===== src/rtl/seq_shift_unit.sv =====
// Multi-cycle shift/rotate engine with valid/ready handshakes and status flags.
// Define SEQ_SHIFT_FAST_EN to perform up to four bit-steps per clock in SHIFT.
module seq_shift_unit #(
  parameter int WIDTH   = 8,
  parameter int SHAMT_W = 4
) (
  input  logic               clk,
  input  logic               rst_n,
  input  logic               in_valid,
  output logic               in_ready,
  input  logic [WIDTH-1:0]   data_in,
  input  logic [3:0]         shift_op,
  input  logic [SHAMT_W-1:0] shamt,
  output logic               out_valid,
  input  logic               out_ready,
  output logic [WIDTH-1:0]   data_out,
  output logic               carry_out,
  output logic               zero_out,
  output logic               neg_out,
  output logic               busy
);

  typedef enum logic [1:0] {IDLE, SHIFT, DONE} state_t;

  localparam logic [3:0] OP_LSL = 4'b0001;
  localparam logic [3:0] OP_LSR = 4'b0010;
  localparam logic [3:0] OP_ROR = 4'b0011;
  localparam logic [3:0] OP_ROL = 4'b0100;
  localparam logic [3:0] OP_ASR = 4'b0101;

`ifdef SEQ_SHIFT_FAST_EN
  localparam int STEPS_PER_CLK = 4;
`else
  localparam int STEPS_PER_CLK = 1;
`endif

  state_t               state_q, state_d;
  logic [WIDTH-1:0]     data_q, data_d;
  logic [SHAMT_W-1:0]   count_q, count_d;
  logic [3:0]           op_q, op_d;
  logic                 carry_q, carry_d;

  function automatic logic is_shift_op(input logic [3:0] op);
    return (op == OP_LSL) || (op == OP_LSR) || (op == OP_ROR) ||
           (op == OP_ROL) || (op == OP_ASR);
  endfunction

  // One 1-bit step; returns {carry, data}.
  function automatic logic [WIDTH:0] step1(input logic [3:0] op, input logic [WIDTH-1:0] d);
    logic [WIDTH:0] r;
    case (op)
      OP_LSL:  r = {d[WIDTH-1], d[WIDTH-2:0], 1'b0};
      OP_LSR:  r = {d[0], 1'b0, d[WIDTH-1:1]};
      OP_ROR:  r = {d[0], d[0], d[WIDTH-1:1]};
      OP_ROL:  r = {d[WIDTH-1], d[WIDTH-2:0], d[WIDTH-1]};
      OP_ASR:  r = {d[0], d[WIDTH-1], d[WIDTH-1:1]};
      default: r = {1'b0, d};
    endcase
    return r;
  endfunction

  // NOTE: sequential state uses non-blocking assignments so every register
  // samples the pre-edge values, independent of process ordering.
  always_ff @(posedge clk or negedge rst_n) begin
    if (!rst_n) state_q <= IDLE;
    else        state_q <= state_d;
  end

  always_comb begin
    state_d = state_q;
    case (state_q)
      IDLE:    if (in_valid)
                 state_d = (shamt == '0 || !is_shift_op(shift_op)) ? DONE : SHIFT;
      SHIFT:   if (count_d == '0) state_d = DONE;
      DONE:    if (out_ready) state_d = IDLE;
      default: state_d = IDLE;
    endcase
  end

  always_comb begin
    in_ready  = (state_q == IDLE);
    out_valid = (state_q == DONE);
    busy      = (state_q != IDLE);
  end

  // NOTE: every combinational output is given a default before the case so
  // no path leaves it unassigned, which would infer a latch.
  always_comb begin
    data_d  = data_q;
    count_d = count_q;
    op_d    = op_q;
    carry_d = carry_q;
    case (state_q)
      IDLE: if (in_valid) begin
        data_d  = data_in;
        count_d = shamt;
        op_d    = shift_op;
        carry_d = 1'b0;
      end
      SHIFT: begin
        for (int i = 0; i < STEPS_PER_CLK; i++) begin
          if (count_d != '0) begin
            {carry_d, data_d} = step1(op_q, data_d);
            count_d           = count_d - SHAMT_W'(1);
          end
        end
      end
      default: ;
    endcase
  end

  // NOTE: all datapath registers are reset so an abort mid-shift leaves the
  // outputs in a defined, all-zero state.
  always_ff @(posedge clk or negedge rst_n) begin
    if (!rst_n) begin
      data_q  <= '0;
      count_q <= '0;
      op_q    <= '0;
      carry_q <= 1'b0;
    end else begin
      data_q  <= data_d;
      count_q <= count_d;
      op_q    <= op_d;
      carry_q <= carry_d;
    end
  end

  assign data_out  = data_q;
  assign carry_out = carry_q;
  // Zero flag qualified by DONE so it stays low out of reset.
  assign zero_out  = (state_q == DONE) && (data_q == '0);
  assign neg_out   = data_q[WIDTH-1];

endmodule


===== config.mk =====
export PLATFORM = sky130hd
export DESIGN_NAME = seq_shift_unit
export DESIGN_NICKNAME = d
export VERILOG_FILES = /design/src/rtl/seq_shift_unit.sv
export SDC_FILE = /design/constraint.sdc
export NUM_CORES = 1
export LEC_CHECK = 0
export ABC_AREA = 1
export CAP_MARGIN = 15
export CORE_MARGIN = 1.5
export CORE_UTILIZATION = 48
export CTS_CLUSTER_SIZE = 28
export DETAILED_ROUTE_END_ITERATION = 7
export GPL_TIMING_DRIVEN = 0
export PLACE_DENSITY_LB_ADDON = 0.1
export SYNTH_ARGS = -nofsm -noshare
export SYNTH_HDL_FRONTEND = slang
export SYNTH_SLANG_ARGS = --single-unit

===== constraint.sdc =====
create_clock -name clk -period 1.6 [get_ports clk]
set_clock_uncertainty 0.1 [all_clocks]
set_input_delay 0.48 -clock clk [delete_from_list [all_inputs] [get_ports clk]]
set_output_delay 0.48 -clock clk [all_outputs]
set_load 0.02 [all_outputs]

# Yosys cells after proc, flatten, opt, wreduce, memory -nomap -nowiden
# Cells that the tools add are included.
# word_totals
ff_bits	19
latchBits	0
mem_bits_rw	0
romBits	0
input_bits	20
output_inout_bits	14
wordCells	60
mem_count	0
# classes
add_sub_neg	1
n_mul	0
div	0
magnitude_cmp	0
eq_ne	19
n_shift	0
muxes	15
bitwise_logic	0
n_reduce_logical	19
# op_table
op	count
$pmux W9 S5	1
$eq A4 B2 Y1 const B	4
$eq A4 B3 Y1 const B	4
$mux W8	2
$pmux W8 S2	1
$eq A4 B1 Y1 const B	2
$logic_not A4 Y1	2
$logic_not A8 Y1	1
$mux W2	4
$mux W4	2
$ne A2 B2 Y1 const B	4
$pmux W4 S2	1
$ne A6 B1 Y1 const B	1
$pmux W2 S3	1
$reduce_and A3 Y1	2
$logic_or A1 B1 Y1	5
$ne A5 B1 Y1 const B	1
$reduce_and A5 Y1	1
$reduce_and A4 Y1	1
$reduce_bool A2 Y1	2
$reduce_bool A4 Y1	1
$sub A4 B1 Y4 const B	1
$eq A2 B1 Y1 const B	1
$eq A2 B2 Y1 const B	1
other kinds (7)	8

# Logic depth before layout (Yosys ltp)
# Gate-level depths: netlist (run 1).
# depth
depth_word	10
depth_mapped	12
ltp_nobuf	11

# Least setup slack after synthesis (run 1)
# No wires, ideal clock.
# synth_path
kind	reg-to-output
start	register data_q[0] (netlist: data_out[0])
end	output port zero_out
t_arrival_ns	1.341
required_time_ns	1.020
path_slack_ns	-0.321
path_stages_with_launch	4
n_path_buf	0
path_cell_list	dfrtp_1 -> inv_1 -> nand4_1 -> nor4_1
# synth_via
elab_chain_cells	2
# synth_rtl
item	line_no	rtl
start, declared	38	logic [WIDTH-1:0] data_q, data_d;
start signal, assigned	121	data_q <= data_d;
$logic_not A8 Y1	131	assign zero_out = (state_q == DONE) && (data_q == '0);
$logic_and A1 B1 Y1	131	
end, declared	18	output logic zero_out,
# Every way passes these cells.

# Worst setup path after layout (run 1)
# layout_path
start	register data_q[2] (netlist: data_out[2])
end	output port zero_out
# The elaborated chain is that of the path after synthesis.

==> results.toml, run 1 <==
[status]
status = "finished, violations left"
violations = "negative setup slack"

[timing]
slew_headroom = 0.3830
period_share = 1.229
fmax_ghz = 0.5085
worst_pin_slew_ns = 0.9227
rsz0062_at_grt = "yes"
min_period_ns = 1.966
drv_slew = 0
fin_ws_ns = -0.3665
setup-violations-final = 14
hold_viol = 0

[placed_design]
post_dp_cell_area_mm2 = 0.001664
port_buffers = 33
dpl.hpwl_um = 2387
dp.cells = 244
gp_congestion = 0.8402

[power]
totalPowerFinal_mw = 4.476
p_per_area_mw_per_mm2 = 2128
leakage_nw = 0.9851
ir_drop_uv = 1623

[detailed_routing]
via_per_inst = 5.738
drtIter0Drc = 62
antenna_left = 0
totalWireLength_um = 4649
wl_per_cell_um = 16.91
dr.pass1.iters = 4
via_count = 1578
drc = 0

[clock_network]
hold_buffers = 0
clk_pin_slew_ns = 0.12
clk_latency_ns = 0.32
cts_buffers = 3
htreeDepth = 1
clock-root-buffer = "clkbuf_4"
cts.sinks = 19
cts_tree = "done"
clock_path_buffers = 2

[synth]
syn_area_mm2 = 0.001276
synth_fp_nets = 202
ys_warn_count = 0
synth_area_per_cell_um2 = 7.051
synth_cell_type_count = 29
synthCells = 181
ys_ff_latch = 19
ys_seq_area_frac = 0.3725

[floorplan]
core.rowCount = 18
core-area_mm2 = 0.002500
fp.dieW_um = 54.57
io_pins = 34
die_h_um = 54.57
die_area_mm2 = 0.002977
start_util = 0.5105

[grt]
grt_pass1_vias = 1286
grt_max_degree = 20
antenna_found_initial = 0
grt_pass1_wl_um = 5692
grt_util_all_layers = 0.2668
grtUsageMet1 = 0.3384
grt_use_met2 = 0.4598
globalRoute.busiestLayer = "met2"
use_met3 = 0.03552
grt-ovfl-total = 0

[layout]
final_area_mm2 = 0.002103
layout_commonest_cell = "nand2_1"
most-common-layout-cells = "47 x nand2_1, 20 x buf_4, 18 x clkdlybuf4s50_1"
multi_input_area_um2 = 857.1
seqCellArea_um2 = 484.2
drive_above_1_share = 0.4490
diodes = 0
n_fill_cell = 148
synthToLayoutAreaGrowth_pct = 64.80
final_util = 0.8413
fin_cells = 275
fin_nets = 267

[worst_hold_path]
min_path_type = "reg -> reg"

[run]
max_cap_viol_count = 0

[setup_path]
cp_max_fo = 3
cp.required_ns = 1.02
startpoint_type = "flip-flop"
path_class = "reg -> out"
cp-end-kind = "primary output"
cp_data_arrival_time_ns = 1.39
[cells in the mapped netlist]
library cell,count,area share
nand2_1,57,0.17
a21oi_4,2,0.025
a22o_1,1,0.0069
ha_1,1,0.0098
inv_2,2,0.0059
or2_0,1,0.0049
nor2_2,3,0.015
nand3_2,2,0.016
o2111ai_1,1,0.0069
dfrtp_1,19,0.37
o22ai_1,2,0.0098
buf_8,1,0.012
buf_4,1,0.0059
inv_4,1,0.0049
o21ai_0,14,0.055
nand2_4,2,0.018
nand4_1,4,0.020
o21ai_1,8,0.031
o31ai_1,1,0.0059
nor2_1,14,0.041
a21oi_1,3,0.012
nor4_1,1,0.0049
nor2_4,1,0.0088
inv_1,23,0.068
buf_6,1,0.0088
nor3_2,1,0.0078
buf_2,1,0.0039
nand3_1,11,0.043
nand2_2,2,0.0098
[routing by layer]
metal	wire length, um	share of wire
met1	1758	0.38
met2	2320	0.50
met3	356	0.077
met4	213	0.046
met5	0	0
[worst paths after layout]
| path | cells past startpoint | slack, ns | to | startpoint |
|---|---|---|---|---|
| max | 4 | -0.37 | zero_out | data_out[2] |
| min | 1 | 0.48 | carry_out | carry_out |
| max reg2reg | 10 | -0.15 | data_out[2] | state_q[1] |
| min reg2reg | 1 | 0.48 | carry_out | carry_out |
| max in group asynchronous | 1 | 0.21 | state_q[1] | rst_n |
| min in group asynchronous | 1 | 0.57 | data_out[0] | rst_n |
[registers in the layout, indices dropped and copies added, names as in the netlist]
register and flops:
op_q 4, count_q 4, data_out 8, carry_out 1, state_q 2
[through the flow]
step / hold WS, ns / setup TNS (ns) / setup slack (ns)
after global routing: 0.4884 / -2.736 / -0.4262
after detailed placement: 0.4410 / -8.162 / -0.5133
after floorplan: 0.08441 / -0.002307 / -0.001602
final: 0.4764 / -1.788 / -0.3665
after CTS: 0.4649 / -0.7484 / -0.3365
after global placement: 0.4134 / -7.807 / -0.5168
[critical path, stage by stage, from the launching register on]
cell and delay, ns:
dfrtp_1 0.42, inv_2 0.08, nand4_1 0.16, nor4_4 0.23, buf_4 0.17
[timing repair]
| action | CTS | global route |
|---|---|---|
| endpoints found under the setup margin | 23 | 24 |
| gates resized for setup | 76 | 64 |
| cloned | 1 | 0 |
| pin swaps | 6 | 20 |
| setup buffers | 10 | 16 |
[final cells by class]
| cell class | count | area share |
|---|---|---|
| repair buffers | 60 | 0.2570 |
| flip-flops and latches | 19 | 0.2302 |
| inverters | 26 | 0.05473 |
| multi-input cells | 132 | 0.4075 |
| plain buffers | 4 | 0.02023 |
| well taps | 30 | 0.01785 |
| clock buffers | 4 | 0.01249 |
[power breakdown]
group	leakage [nW]	switching, mW	internal, mW	total (mW)
combinational	0.742	1.77	1.42	3.20
clock	0.0150	0.172	0.0976	0.270
sequential	0.228	0.284	0.725	1.01
total	0.985	2.23	2.25	4.48
[logic make-up (layout without fill, tap and decap cells)]
| logic type | after synthesis | after routing | share of synthesized area |
|---|---|---|---|
| buffers and inverters | 30 | 94 | 0.1088 |
| AOI/OAI and AO/OA | 32 | 32 | 0.1529 |
| and+or+nand+nor | 99 | 99 | 0.3559 |
| adders and majority gates | 1 | 1 | 0.009802 |
| DFF | 19 | 19 | 0.3726 |
No activity file was read; power rests on OpenSTA's default activity.
==> run 2: changes to the inputs <==
--- a/config.mk
+++ b/config.mk
@@ -8,7 +8,7 @@
 export ABC_AREA = 1
 export CAP_MARGIN = 15
 export CORE_MARGIN = 1.5
-export CORE_UTILIZATION = 48
+export CORE_UTILIZATION = 52
 export CTS_CLUSTER_SIZE = 28
 export DETAILED_ROUTE_END_ITERATION = 7
 export GPL_TIMING_DRIVEN = 0
==> constraint.sdc (replaced) <==
create_clock -name clk -period 2.4 [get_ports clk]
set_clock_uncertainty 0.1 [all_clocks]
set_input_delay 0.72 -clock clk [delete_from_list [all_inputs] [get_ports clk]]
set_output_delay 0.72 -clock clk [all_outputs]
set_load 0.02 [all_outputs]
==> run 2 against run 1 <==
The run now ends clean. Count of clock-buffer cells in the layout did not move. Power fell by 53%. Combinational power fell by 59%. Sequential cell count did not move. Core utilization fell by 10 points. Worst setup slack improved by 0.49 ns. Wire length fell by 34%. Die area fell by 7.3%. Worst hold slack got worse by 0.060 ns. Via count fell by 17%. Global-route usage fell by 1.2 points.
==> results.toml, run 2 (synthesized netlist as in run 1, its figures left out) <==
[status]
status = "finished clean"

[grt]
grt_max_degree = 20
grt_pass1_wl_um = 5119
grt_util_all_layers = 0.2550
grt_pass1_vias = 1212
antenna_found_initial = 0
grt-ovfl-total = 0

[worst_hold_path]
min_path_type = "reg -> reg"
min-delay-start = "carry_out"

[power]
p_per_area_mw_per_mm2 = 1262
leakage_nw = 0.7992
ir_drop_uv = 903.0

[timing]
drv_slew = 0
min_period_ns = 2.278
fmax_ghz = 0.4390
hold_viol = 0
setup_tns_ns = 0
holdWs_ns = 0.4169
setup-violations-final = 0
slew_headroom = 0.4335
worst_pin_slew_ns = 0.8471
rsz0062_at_grt = "no"
fin_ws_ns = 0.1222
period_share = 0.9491

[run]
max_cap_viol_count = 0

[layout]
most-common-layout-cells = "57 x nand2_1, 29 x clkdlybuf4s50_1, 23 x inv_1"
diodes = 0
layout_commonest_cell = "nand2_1"
multi_input_area_um2 = 661.9
seqCellArea_um2 = 476.7
drive_above_1_share = 0.1147
final_util = 0.7364
fin_nets = 240
n_fill_cell = 199
largest_register_ffs = 8
synthToLayoutAreaGrowth_pct = 30.10

[clock_network]
hold_buffers = 0
clock_path_buffers = 2
cts_buffers = 3
cts.sinks = 19
clk_pin_slew_ns = 0.11
cts_tree = "done"
htreeDepth = 1
post_cts_buffers = 0
clk_latency_ns = 0.31
clock-root-buffer = "clkbuf_4"

[setup_path]
path_cells = "inv_1 -> nand4_1 -> nor4_1 -> clkbuf_2"
cp.required_ns = 1.58
path_class = "reg -> out"
path_delay_family = "flip-flops"
cp_data_arrival_time_ns = 1.46
reg2reg_from = "count_q[0]"
crit_path_start = "data_out[0]"
startpoint_type = "flip-flop"
cp_max_fo = 4
cp-end-kind = "primary output"
critical_path.max_stage_delay_ns = 0.43
cpMaxStageDelayCell = "dfrtp_1"
path_buf_inv = 2

[floorplan]
die_area_mm2 = 0.002760
start_util = 0.5660
die_h_um = 52.54
core.rowCount = 17
io_pins = 34
core-area_mm2 = 0.002255
fp.dieW_um = 52.54

[detailed_routing]
drtIter0Drc = 29
drc = 0
via_per_inst = 5.350
via_count = 1316
wl_per_cell_um = 12.48
totalWireLength_um = 3070
antenna_left = 0
dr.pass1.iters = 4

[placed_design]
dpl.hpwl_um = 2357
port_buffers = 33
gp_congestion = 0.8377
pre_cts_ws_ns = 0.06492
[run 2: cell types whose count changed in the layout (fill, tap and decap cells not counted), sizes merged]
| cell | delta |
|---|---|
| inv | +1 |
| buf | -40 |
| clkinv | -1 |
| clkdlybuf4s50 | +11 |
| dlygate4sd2 | +2 |
[run 2: through the flow]
stage	area (um^2)	total power, mW	cells
after detailed placement	1642	1.946	242
final	1660	2.095	246
after CTS	1664	2.095	246
after floorplan	1276	1.491	181
after global placement	1642	1.905	242
after global routing	1660	2.273	246
[run 2: layout make-up]
cell class,count,area share
Buffer,4,0.02336
Clock buffer,4,0.01583
Inverter,26,0.06029
Multi-Input combinational cell,132,0.3986
Sequential cell,19,0.2871
Tap cell,28,0.02110
Timing Repair Buffer,33,0.1937
[run 2: path summary, 6_finish.rpt]
kind | to | slack [ns] | cells past startpoint
max in group asynchronous | state_q[0] | 0.85 | 1
setup / recovery | zero_out | 0.12 | 4
setup reg to reg | data_out[3] | 0.69 | 8
hold / removal | carry_out | 0.42 | 1
hold reg to reg | carry_out | 0.42 | 1
min in group asynchronous | data_out[7] | 0.77 | 1
[run 2: power by group]
part	internal, mW	total, mW	switching (mW)
Clock	0.0652	0.174	0.109
Combinational	0.507	1.30	0.788
Sequential	0.474	0.626	0.152
[run 2: repair_timing]
| action | in CTS | in global routing |
|---|---|---|
| pin swaps | 0 | 0 |
| endpoints found under the setup margin | 4 | 1 |
| gates resized for setup | 5 | 3 |
[run 2: worst register-to-register path: stages, from the launching register on]
cell	delay, ns
dfrtp_1	0.37
inv_1	0.08
ha_1	0.28
a21oi_4	0.26
nor2_2	0.09
a21oi_4	0.19
buf_6	0.17
nand2_1	0.06
o21ai_1	0.06
[run 2: routing by layer]
metal  vias to the layer above  GRT usage  wire [um]
met5                         -          0          0
met4                         0     0.1026         47
met3                         5    0.02571        178
met2                        50     0.4479       1517
met1                       606     0.3169       1327
li1                        655          -          -
